### src/rtl/uart_bus_slave_pkg.sv
// uart_bus_slave_pkg: shared constants and types for the UART bus slave.
//   Bus widths, register offsets (address bits [3:2]), STATUS/CTRL bit
//   indices, the code returned when reading an empty RX FIFO, FSM state
//   types and the mid-bit reload helper used by the RX start-bit check.
package uart_bus_slave_pkg;

    localparam int ADDR_W = 32;
    localparam int WORD_W = 32;

    localparam logic [1:0] REG_DATA   = 2'd0;
    localparam logic [1:0] REG_STATUS = 2'd1;
    localparam logic [1:0] REG_CTRL   = 2'd2;
    localparam logic [1:0] REG_BAUD   = 2'd3;

    localparam int ST_TX_FULL   = 0;
    localparam int ST_TX_EMPTY  = 1;
    localparam int ST_RX_EMPTY  = 2;
    localparam int ST_RX_FULL   = 3;
    localparam int ST_TX_OVF    = 4;
    localparam int ST_RX_OVR    = 5;
    localparam int ST_FRAME_ERR = 6;
    localparam int ST_TX_BUSY   = 7;

    localparam int CTRL_RX_IE    = 0;
    localparam int CTRL_TX_IE    = 1;
    localparam int CTRL_LOOPBACK = 2;

    localparam logic [WORD_W-1:0] RX_EMPTY_CODE = 32'h8000_0000;

    typedef enum logic {BUS_IDLE, BUS_RESP} bus_state_t;
    typedef enum logic [1:0] {TX_IDLE, TX_START, TX_DATA, TX_STOP} tx_state_t;
    typedef enum logic [1:0] {RX_IDLE, RX_START, RX_DATA, RX_STOP} rx_state_t;

    // Counter reload after the falling edge so that the start-bit re-check
    // lands near the middle of the bit: sample offset = (div+1)/2 cycles.
    function automatic logic [15:0] mid_load(input logic [15:0] div);
        logic [16:0] bit_len;
        bit_len = {1'b0, div} + 17'd1;
        return (bit_len[16:1] == 16'd0) ? 16'd0 : bit_len[16:1] - 16'd1;
    endfunction

endpackage

### src/rtl/uart_bus_slave_sync_fifo.sv
// sync_fifo: single-clock FIFO with combinational read of the head entry.
//   clk, rst_n       clock, async active-low reset
//   push, din        write request / data (ignored when full unless popping)
//   pop, dout        read request (ignored when empty) / head data
//   full, empty      status flags
//   count            current number of entries
module sync_fifo #(
    parameter int WIDTH = 8,
    parameter int DEPTH = 8
) (
    input  logic                       clk,
    input  logic                       rst_n,
    input  logic                       push,
    input  logic [WIDTH-1:0]           din,
    input  logic                       pop,
    output logic [WIDTH-1:0]           dout,
    output logic                       full,
    output logic                       empty,
    output logic [$clog2(DEPTH):0]     count
);
    localparam int AW = $clog2(DEPTH);

    logic [WIDTH-1:0] mem [DEPTH];
    logic [AW-1:0]    wr_ptr, rd_ptr;
    logic             do_push, do_pop;

    assign empty   = (count == '0);
    assign full    = (count == (AW+1)'(DEPTH));
    assign do_pop  = pop && !empty;
    // A push into a full FIFO succeeds when a pop frees the slot this cycle.
    assign do_push = push && (!full || do_pop);
    assign dout    = mem[rd_ptr];

    always_ff @(posedge clk) begin
        if (do_push) mem[wr_ptr] <= din;
    end

    always_ff @(posedge clk or negedge rst_n) begin
        if (!rst_n) begin
            wr_ptr <= '0;
            rd_ptr <= '0;
            count  <= '0;
        end else begin
            if (do_push) wr_ptr <= wr_ptr + 1'b1;
            if (do_pop)  rd_ptr <= rd_ptr + 1'b1;
            case ({do_push, do_pop})
                2'b10:   count <= count + 1'b1;
                2'b01:   count <= count - 1'b1;
                default: count <= count;
            endcase
        end
    end
endmodule

### src/rtl/uart_bus_slave.sv
// uart_bus_slave: memory-mapped 8N1 UART with TX/RX FIFOs and level irq.
//   clk, rst_n           clock, async active-low reset
//   s_valid_i/s_ready_o  bus request / one-cycle response strobe
//   s_addr_i             byte address, [3:2] selects DATA/STATUS/CTRL/BAUD
//   s_wdata_i, s_we_i    write data, byte strobes (0 = read)
//   s_rdata_o            read data, held outside the response cycle
//   tx_o, rx_i           serial out (idle high), serial in (async)
//   irq_o                registered level interrupt
// Optional feature: define UART_LOOPBACK_EN to build the CTRL[2] loopback
// path (TX bit into RX synchronizer, tx_o held high while set).
module uart_bus_slave
    import uart_bus_slave_pkg::*;
#(
    parameter int          TX_DEPTH     = 8,
    parameter int          RX_DEPTH     = 8,
    parameter logic [15:0] BAUD_DIV_RST = 16'd867
) (
    input  logic              clk,
    input  logic              rst_n,
    input  logic              s_valid_i,
    output logic              s_ready_o,
    input  logic [ADDR_W-1:0] s_addr_i,
    input  logic [WORD_W-1:0] s_wdata_i,
    input  logic [3:0]        s_we_i,
    output logic [WORD_W-1:0] s_rdata_o,
    output logic              tx_o,
    input  logic              rx_i,
    output logic              irq_o
);
    bus_state_t bus_state;
    tx_state_t  tx_state;
    rx_state_t  rx_state;

    logic [15:0] baud_div;
    logic        rx_ie, tx_ie, loopback;
    logic        tx_ovf, rx_ovr, frame_err;

    logic tx_push, tx_pop, tx_full, tx_empty;
    logic rx_push, rx_pop, rx_full, rx_empty, rx_ferr;
    logic [7:0] tx_dout, rx_dout;
    logic [$clog2(TX_DEPTH):0] tx_count;
    logic [$clog2(RX_DEPTH):0] rx_count;

    logic [15:0] tx_cnt, rx_cnt;
    logic [2:0]  tx_idx, rx_idx;
    logic [7:0]  tx_shift, rx_shift;
    logic        tx_line, rx_in, rx_s1, rx_s2, rx_prev;

    logic              accept, is_write;
    logic [1:0]        reg_sel;
    logic [7:0]        status;
    logic [WORD_W-1:0] rd_val;
    logic              unused_bits;

    assign unused_bits = ^{s_addr_i[ADDR_W-1:4], s_addr_i[1:0],
                           s_wdata_i[WORD_W-1:16], tx_count, rx_count};

    sync_fifo #(.WIDTH(8), .DEPTH(TX_DEPTH)) u_tx_fifo (
        .clk(clk), .rst_n(rst_n), .push(tx_push), .din(s_wdata_i[7:0]),
        .pop(tx_pop), .dout(tx_dout), .full(tx_full), .empty(tx_empty),
        .count(tx_count)
    );

    sync_fifo #(.WIDTH(8), .DEPTH(RX_DEPTH)) u_rx_fifo (
        .clk(clk), .rst_n(rst_n), .push(rx_push), .din(rx_shift),
        .pop(rx_pop), .dout(rx_dout), .full(rx_full), .empty(rx_empty),
        .count(rx_count)
    );

    // ---------------- bus side ----------------
    assign accept   = (bus_state == BUS_IDLE) && s_valid_i;
    assign reg_sel  = s_addr_i[3:2];
    assign is_write = |s_we_i;
    assign tx_push  = accept && (reg_sel == REG_DATA) && s_we_i[0];
    assign rx_pop   = accept && (reg_sel == REG_DATA) && !is_write && !rx_empty;

    always_comb begin
        status               = '0;
        status[ST_TX_FULL]   = tx_full;
        status[ST_TX_EMPTY]  = tx_empty;
        status[ST_RX_EMPTY]  = rx_empty;
        status[ST_RX_FULL]   = rx_full;
        status[ST_TX_OVF]    = tx_ovf;
        status[ST_RX_OVR]    = rx_ovr;
        status[ST_FRAME_ERR] = frame_err;
        status[ST_TX_BUSY]   = (tx_state != TX_IDLE);
    end

    always_comb begin
        rd_val = '0;
        case (reg_sel)
            REG_DATA:   rd_val = rx_empty ? RX_EMPTY_CODE : {24'h0, rx_dout};
            REG_STATUS: rd_val = {24'h0, status};
            REG_CTRL:   rd_val = {29'h0, loopback, tx_ie, rx_ie};
            REG_BAUD:   rd_val = {16'h0, baud_div};
        endcase
    end

    always_ff @(posedge clk or negedge rst_n) begin
        if (!rst_n) begin
            bus_state <= BUS_IDLE;
            s_ready_o <= 1'b0;
            s_rdata_o <= '0;
        end else begin
            case (bus_state)
                BUS_IDLE: if (s_valid_i) begin
                    bus_state <= BUS_RESP;
                    s_ready_o <= 1'b1;
                    if (!is_write) s_rdata_o <= rd_val;
                end
                BUS_RESP: begin
                    bus_state <= BUS_IDLE;
                    s_ready_o <= 1'b0;
                end
            endcase
        end
    end

`ifndef UART_LOOPBACK_EN
    assign loopback = 1'b0;
`endif

    // Register writes and sticky flags; a set in the same cycle as a
    // write-1-clear wins so no event is lost.
    always_ff @(posedge clk or negedge rst_n) begin
        if (!rst_n) begin
            baud_div  <= BAUD_DIV_RST;
            rx_ie     <= 1'b0;
            tx_ie     <= 1'b0;
`ifdef UART_LOOPBACK_EN
            loopback  <= 1'b0;
`endif
            tx_ovf    <= 1'b0;
            rx_ovr    <= 1'b0;
            frame_err <= 1'b0;
        end else begin
            if (accept && s_we_i[0] && reg_sel == REG_CTRL) begin
                rx_ie    <= s_wdata_i[CTRL_RX_IE];
                tx_ie    <= s_wdata_i[CTRL_TX_IE];
`ifdef UART_LOOPBACK_EN
                loopback <= s_wdata_i[CTRL_LOOPBACK];
`endif
            end
            if (accept && reg_sel == REG_BAUD) begin
                if (s_we_i[0]) baud_div[7:0]  <= s_wdata_i[7:0];
                if (s_we_i[1]) baud_div[15:8] <= s_wdata_i[15:8];
            end
            if (accept && s_we_i[0] && reg_sel == REG_STATUS) begin
                if (s_wdata_i[ST_TX_OVF])    tx_ovf    <= 1'b0;
                if (s_wdata_i[ST_RX_OVR])    rx_ovr    <= 1'b0;
                if (s_wdata_i[ST_FRAME_ERR]) frame_err <= 1'b0;
            end
            if (tx_push && tx_full && !tx_pop) tx_ovf    <= 1'b1;
            if (rx_push && rx_full && !rx_pop) rx_ovr    <= 1'b1;
            if (rx_ferr)                       frame_err <= 1'b1;
        end
    end

    always_ff @(posedge clk or negedge rst_n) begin
        if (!rst_n) irq_o <= 1'b0;
        else        irq_o <= (rx_ie && !rx_empty) || (tx_ie && tx_empty);
    end

    // ---------------- transmitter ----------------
    assign tx_pop = (tx_state == TX_IDLE) && !tx_empty;
    assign tx_o   = tx_line | loopback;

    // baud_div is read only at reloads, so divider writes apply from the
    // next bit boundary.
    always_ff @(posedge clk or negedge rst_n) begin
        if (!rst_n) begin
            tx_state <= TX_IDLE;
            tx_line  <= 1'b1;
            tx_cnt   <= '0;
            tx_idx   <= '0;
            tx_shift <= '0;
        end else begin
            case (tx_state)
                TX_IDLE: if (!tx_empty) begin
                    tx_shift <= tx_dout;
                    tx_line  <= 1'b0;
                    tx_cnt   <= baud_div;
                    tx_state <= TX_START;
                end
                TX_START: if (tx_cnt != '0) tx_cnt <= tx_cnt - 1'b1;
                else begin
                    tx_cnt   <= baud_div;
                    tx_line  <= tx_shift[0];
                    tx_idx   <= '0;
                    tx_state <= TX_DATA;
                end
                TX_DATA: if (tx_cnt != '0) tx_cnt <= tx_cnt - 1'b1;
                else begin
                    tx_cnt <= baud_div;
                    if (tx_idx == 3'd7) begin
                        tx_line  <= 1'b1;
                        tx_state <= TX_STOP;
                    end else begin
                        tx_idx   <= tx_idx + 3'd1;
                        tx_shift <= {1'b0, tx_shift[7:1]};
                        tx_line  <= tx_shift[1];
                    end
                end
                TX_STOP: if (tx_cnt != '0) tx_cnt <= tx_cnt - 1'b1;
                else tx_state <= TX_IDLE;
            endcase
        end
    end

    // ---------------- receiver ----------------
`ifdef UART_LOOPBACK_EN
    assign rx_in = loopback ? tx_line : rx_i;
`else
    assign rx_in = rx_i;
`endif

    assign rx_push = (rx_state == RX_STOP) && (rx_cnt == '0) && rx_s2;
    assign rx_ferr = (rx_state == RX_STOP) && (rx_cnt == '0) && !rx_s2;

    always_ff @(posedge clk or negedge rst_n) begin
        if (!rst_n) begin
            rx_s1    <= 1'b1;
            rx_s2    <= 1'b1;
            rx_prev  <= 1'b1;
            rx_state <= RX_IDLE;
            rx_cnt   <= '0;
            rx_idx   <= '0;
            rx_shift <= '0;
        end else begin
            rx_s1   <= rx_in;
            rx_s2   <= rx_s1;
            rx_prev <= rx_s2;
            case (rx_state)
                RX_IDLE: if (rx_prev && !rx_s2) begin
                    rx_cnt   <= mid_load(baud_div);
                    rx_state <= RX_START;
                end
                RX_START: if (rx_cnt != '0) rx_cnt <= rx_cnt - 1'b1;
                else if (rx_s2) rx_state <= RX_IDLE;   // glitch, not a start bit
                else begin
                    rx_cnt   <= baud_div;
                    rx_idx   <= '0;
                    rx_state <= RX_DATA;
                end
                RX_DATA: if (rx_cnt != '0) rx_cnt <= rx_cnt - 1'b1;
                else begin
                    rx_shift <= {rx_s2, rx_shift[7:1]};
                    rx_cnt   <= baud_div;
                    rx_idx   <= rx_idx + 3'd1;
                    if (rx_idx == 3'd7) rx_state <= RX_STOP;
                end
                RX_STOP: if (rx_cnt != '0) rx_cnt <= rx_cnt - 1'b1;
                else rx_state <= RX_IDLE;
            endcase
        end
    end
endmodule
### config.mk
export PLATFORM = sky130hd
export DESIGN_NAME = uart_bus_slave
export DESIGN_NICKNAME = d
export VERILOG_FILES = /design/src/rtl/uart_bus_slave_pkg.sv /design/src/rtl/uart_bus_slave_sync_fifo.sv /design/src/rtl/uart_bus_slave.sv
export SDC_FILE = /design/constraint.sdc
export NUM_CORES = 1
export LEC_CHECK = 0
export ABC_CLOCK_PERIOD_IN_PS = 3550
export BUFFER_PORTS_ARGS = -buffer_cell sky130_fd_sc_hd__buf_2
export CAP_MARGIN = 40
export CORE_MARGIN = 3
export CORE_UTILIZATION = 30
export CTS_BUF_LIST = sky130_fd_sc_hd__clkbuf_8
export DETAILED_ROUTE_END_ITERATION = 10
export PLACE_DENSITY_LB_ADDON = 0.12
export SYNTH_ARGS = -nofsm -noshare
export SYNTH_HDL_FRONTEND = slang
export SYNTH_SLANG_ARGS = --single-unit
export TNS_END_PERCENT = 100
### constraint.sdc
create_clock -name clk -period 3.55 [get_ports clk]
set_clock_uncertainty 0.15 [all_clocks]
set_input_delay 0.71 -clock clk [delete_from_list [all_inputs] [get_ports clk]]
set_output_delay 0.71 -clock clk [all_outputs]
set_load 0.005 [all_outputs]
==> metrics list <==
- The flow ran to the end, and the final reports show no timing, DRC or antenna violations.
- The root buffer cell chosen for the clock tree is sky130_fd_sc_hd__clkbuf_8.
* Post-Synthesis Cell Area: 12600 um^2
- Met1 track demand over resource in global routing: a little over a fifth
- The detailed router finished its first iteration with around 430 violations.
* TritonCTS clock tree: done
* Path depth of the worst reg2reg path: 10
* Pin count of the biggest net entering global routing: 55
- Summing all flip-flop and latch instances after layout gives 6930 um^2.
- The via count of the first global-routing pass is between 8k and 9k.
* Unique cell type count in the Yosys netlist: between 80 and 90
- The routed design could run at a clock period as short as 3.25 ns.
- The tool flagged a number of max-cap violations equal to 0.
- Across all register-to-register paths, the minimum setup slack is 0.30 ns.
* Average via count per standard cell: 4.99
- For the worst setup path, the data required time is about 3.9 ns.
- The total overflow left after global routing is 0.
- Tightest slew margin relative to the limit: between 40 and 50%
- Cell Count, Final, Fillers Out: roughly 1.7k
- The final number of hold-violating endpoints came to 0.
* Number of fill cells in the layout: ~4.1k
- DR WL/cell: a little under 20 um
- In this run the core area contains 74 standard-cell rows.
* Area growth from synthesis to layout: 16.1%
* Count of input and output buffers: 45
- By area the synthesized netlist is led by sky130_fd_sc_hd__edfxtp_1 31%, sky130_fd_sc_hd__dfrtp_1 23%, sky130_fd_sc_hd__mux4_2 5.7%, sky130_fd_sc_hd__o21ai_0 3.5%, sky130_fd_sc_hd__nand2_1 3.3%.
- HPWL Detailed: 23.1 mm
- Post-placement cell count: 1646
- The worst setup path is launched from a register.
- In this run, synthesis inferred 128 flip-flops with an integrated enable.
* Boundary Pins: about 110
- Setup repair after global routing left no endpoint under its margin.
* GPL Wtd Cong: 0.809
- The floorplan step defined a die boundary enclosing 44400 um^2.
* Total non-filler cell area in the finished layout: ~15000 um^2
- M3 GR Usage: 3.53%
- Origin of the critical flop-to-flop path: baud_div[1]
- The share of synthesized area in the top cell type comes to 30.6%.
- After clock tree synthesis, the clock-pin slew on the worst setup and hold paths is 0.06 ns.
* Cell count after synthesis: about 1.1k
- Buffers added to address setup during post-CTS repair amount to 0.
* Initial cell density of the core: 30.6%
- F_max: between 300 and 400 MHz
* Proportion of synthesized chip area in sequential cells: 55.2%
- The count of nets left with antenna violations once routing finished came out at 0.
- Detailed routing inserted a total of 8655 vias.
- Tracing the worst setup path back leads to its startpoint at baud_div[1].
- The tightest hold path in the finished design has a slack of 0.187 ns.
- Counting the buffers created by CTS gives between 40 and 50.
* Max rail drop VDD: 0.000288 V
- For this run, the detailed router's first-pass iteration total came to 5.
- In the final timing run, aggregate negative setup slack is 0 ns.
- Data on the critical path arrives at its endpoint at 3.58 ns.
- For this run, design rule violations remaining after detail routing come to 0.
* Fin nets: roughly 1.3k
- Max Fanout on Critical Path: 15
- Core Area: 41100 um^2
- Avg Cell Area, Syn: 11.8 um^2
- The number of max-slew violations in the final report was 0.
- Setup violations remaining at the end of the flow were counted as 0.
* Num Clock Sinks: approximately 250
- Synth warnings: 0
- After synthesis, the share of flip-flops with an asynchronous set or reset is 49.0%.
- After synthesis the netlist holds a flip-flop and latch count of roughly 250.
- Total placed instance area: 13700 um^2
* Setup crit end: rx_cnt[2]
- Across every metal layer, demand over resource in global routing totals 15.2%.
- GRT Max-Usage Layer: met2
* Pwr per Cell Area: 709 nW/um^2
- The number of antenna violations at the first check in global routing is 1.
- In this run the deepest clock path goes through 3 buffers.
* Synth area leader: sky130_fd_sc_hd__edfxtp_1
* Main flop type after synthesis: sky130_fd_sc_hd__edfxtp_1
- Of the cells placed in the final design, the portion with a size suffix greater than 1 is about 23%.
- For the pin with the worst max-slew slack, the measured transition is between 0.7 and 0.8 ns.
- Worst flop-to-flop path endpoint: rx_cnt[2]
- Worst hold path type: input port to register
* Leakage Power: 0.00572 uW
- The final layout contains routed wiring with a total length of ~33 mm.
- Horiz. Die Dim: about 210 um
- The first global-routing pass estimated 52.0 mm of wire.
- The number of antenna diodes in the final layout is 0.
- In this run the number of H-tree levels came out at 2.
- By startpoint and endpoint, the worst setup path is classified as register to register.
- Final WS setup: approximately 0.30 ns
- Global-route track usage on met2: 24.2%
- Area taken by multi-input logic gates: a little over 5000 um^2
* Nature of the critical path endpoint: register
* Die Y-Extent: 211 um
* Clock latency at the later pin of the worst-skew pair: 0.61 ns
- Minimum setup slack after placement: 0.196 ns
- Dividing the final minimum period by the clock period gives a little over 90%.
[cells in the final DEF, fill, tap and decap left out, drive strengths merged, types with 4 or more instances in the layout]
cell,count
and3,5
inv,55
and2,8
dfstp,10
nor2b,5
edfxtp,128
or2,5
a32oi,11
xnor2,31
mux4,32
a21o,4
nor3b,4
xor2,10
nand3,18
nand2,113
a31oi,6
a22oi,15
and4,5
a22o,8
buf,113
nor4,15
nand4,12
o21ai,90
a21oi,49
nor2,67
clkbuf,52
or3,7
mux2i,21
conb,15
dfrtp,113
ha,30
o31ai,5
mux2,35
nor3,29
nand2b,8
clkinv,11
[cells by family (layout without fill, tap and decap cells)]
family | count (synthesis) | count (layout) | share of synthesized area, %
buf+inv | 110 | 234 | 4.03
compound gates | 231 | 231 | 11.9
xor+xnor | 41 | 41 | 2.86
simple gates | 310 | 310 | 12.1
mux | 88 | 88 | 10.5
flops | 251 | 251 | 55.2
other cells | 1 | 15 | 0.0299
fa+ha+maj | 32 | 32 | 3.31
[per-layer routing]
metal / wire length, um / up-vias
met3: 1550 / 41
met4: 501 / 0
met5: 0 / -
met2: 15500 / 185
met1: 15900 / 4290
li1: - / 4139
[how the worst min path moves through the flow]
stage / endpoint / depth (start not counted) / slack [ns] / start
final: baud_div[8] / 2 / 0.19 / s_wdata_i[8]
after global routing: baud_div[10] / 2 / 0.14 / s_wdata_i[10]
after CTS: rx_s1 / 1 / 0.002 / rx_i
after detailed placement: rx_s2 / 0 / 0.20 / rx_s1
after global placement: rx_s2 / 0 / 0.20 / rx_s1
after floorplan: rx_s2 / 0 / 0.20 / rx_s1
[stage by stage]
step / utilization [%] / total power [uW]
CTS: 35.4 / 10500
global placement: 33.2 / 7720
floorplan: - / 6600
global route: 35.5 / 11100
detailed placement: 33.2 / 7750
finish: 35.5 / 10300
[critical path, cell delays in order, from the launching register on]
cell and delay (ns):
sky130_fd_sc_hd__dfstp_2 0.53, sky130_fd_sc_hd__ha_1 0.25, sky130_fd_sc_hd__inv_1 0.17, sky130_fd_sc_hd__ha_1 0.31, sky130_fd_sc_hd__nor4bb_1 0.30, sky130_fd_sc_hd__nand2_1 0.08, sky130_fd_sc_hd__nand3_1 0.15, sky130_fd_sc_hd__nand2_1 0.15
sky130_fd_sc_hd__o41a_2 0.68, sky130_fd_sc_hd__a21oi_1 0.25, sky130_fd_sc_hd__o21ai_0 0.10
[repair_timing]
action | 4_1_cts | 5_1_grt
hold buffers | 1 | 1
hold endpoints to repair | 50 | 1
gates resized for setup | 0 | 0
[power breakdown]
group          leakage [uW]  switching, uW  internal (uW)
sequential          0.00270            480           3500
combinational       0.00247           2070           1610
clock              0.000545           1260           1420
total               0.00572           3810           6520
[synth_stat cells, drive strengths merged, types with 30 or more instances]
master,instances
edfxtp,128
dfrtp,113
nand2,113
o21ai,90
nor2,67
a21oi,49
clkbuf,42
buf,35
mux2,35
inv,33
mux4,32
xnor2,31
ha,30
[state kept, by name (all words and copies together) (netlist names), 2 cells and up, named ones only]
name / count
rx_shift: 8
u_rx_fifo.mem: 64
tx_state: 2
tx_shift: 8
u_rx_fifo.rd_ptr: 3
u_rx_fifo.wr_ptr: 3
u_tx_fifo.count: 4
u_rx_fifo.count: 4
rx_cnt: 16
baud_div: 16
u_tx_fifo.wr_ptr: 3
rx_idx: 3
u_tx_fifo.rd_ptr: 3
tx_cnt: 16
tx_idx: 3
u_tx_fifo.mem: 64
s_rdata_o: 17
[cell type report]
type | count | area share [%]
clock buffers | 52 | 4.91
inverters | 33 | 0.849
clock inverters | 34 | 1.27
well taps | 532 | 4.56
multi-input cells | 717 | 35.5
repair buffers | 115 | 5.36
flip-flops and latches | 251 | 47.6
No activity file was read; power rests on OpenSTA's default activity.
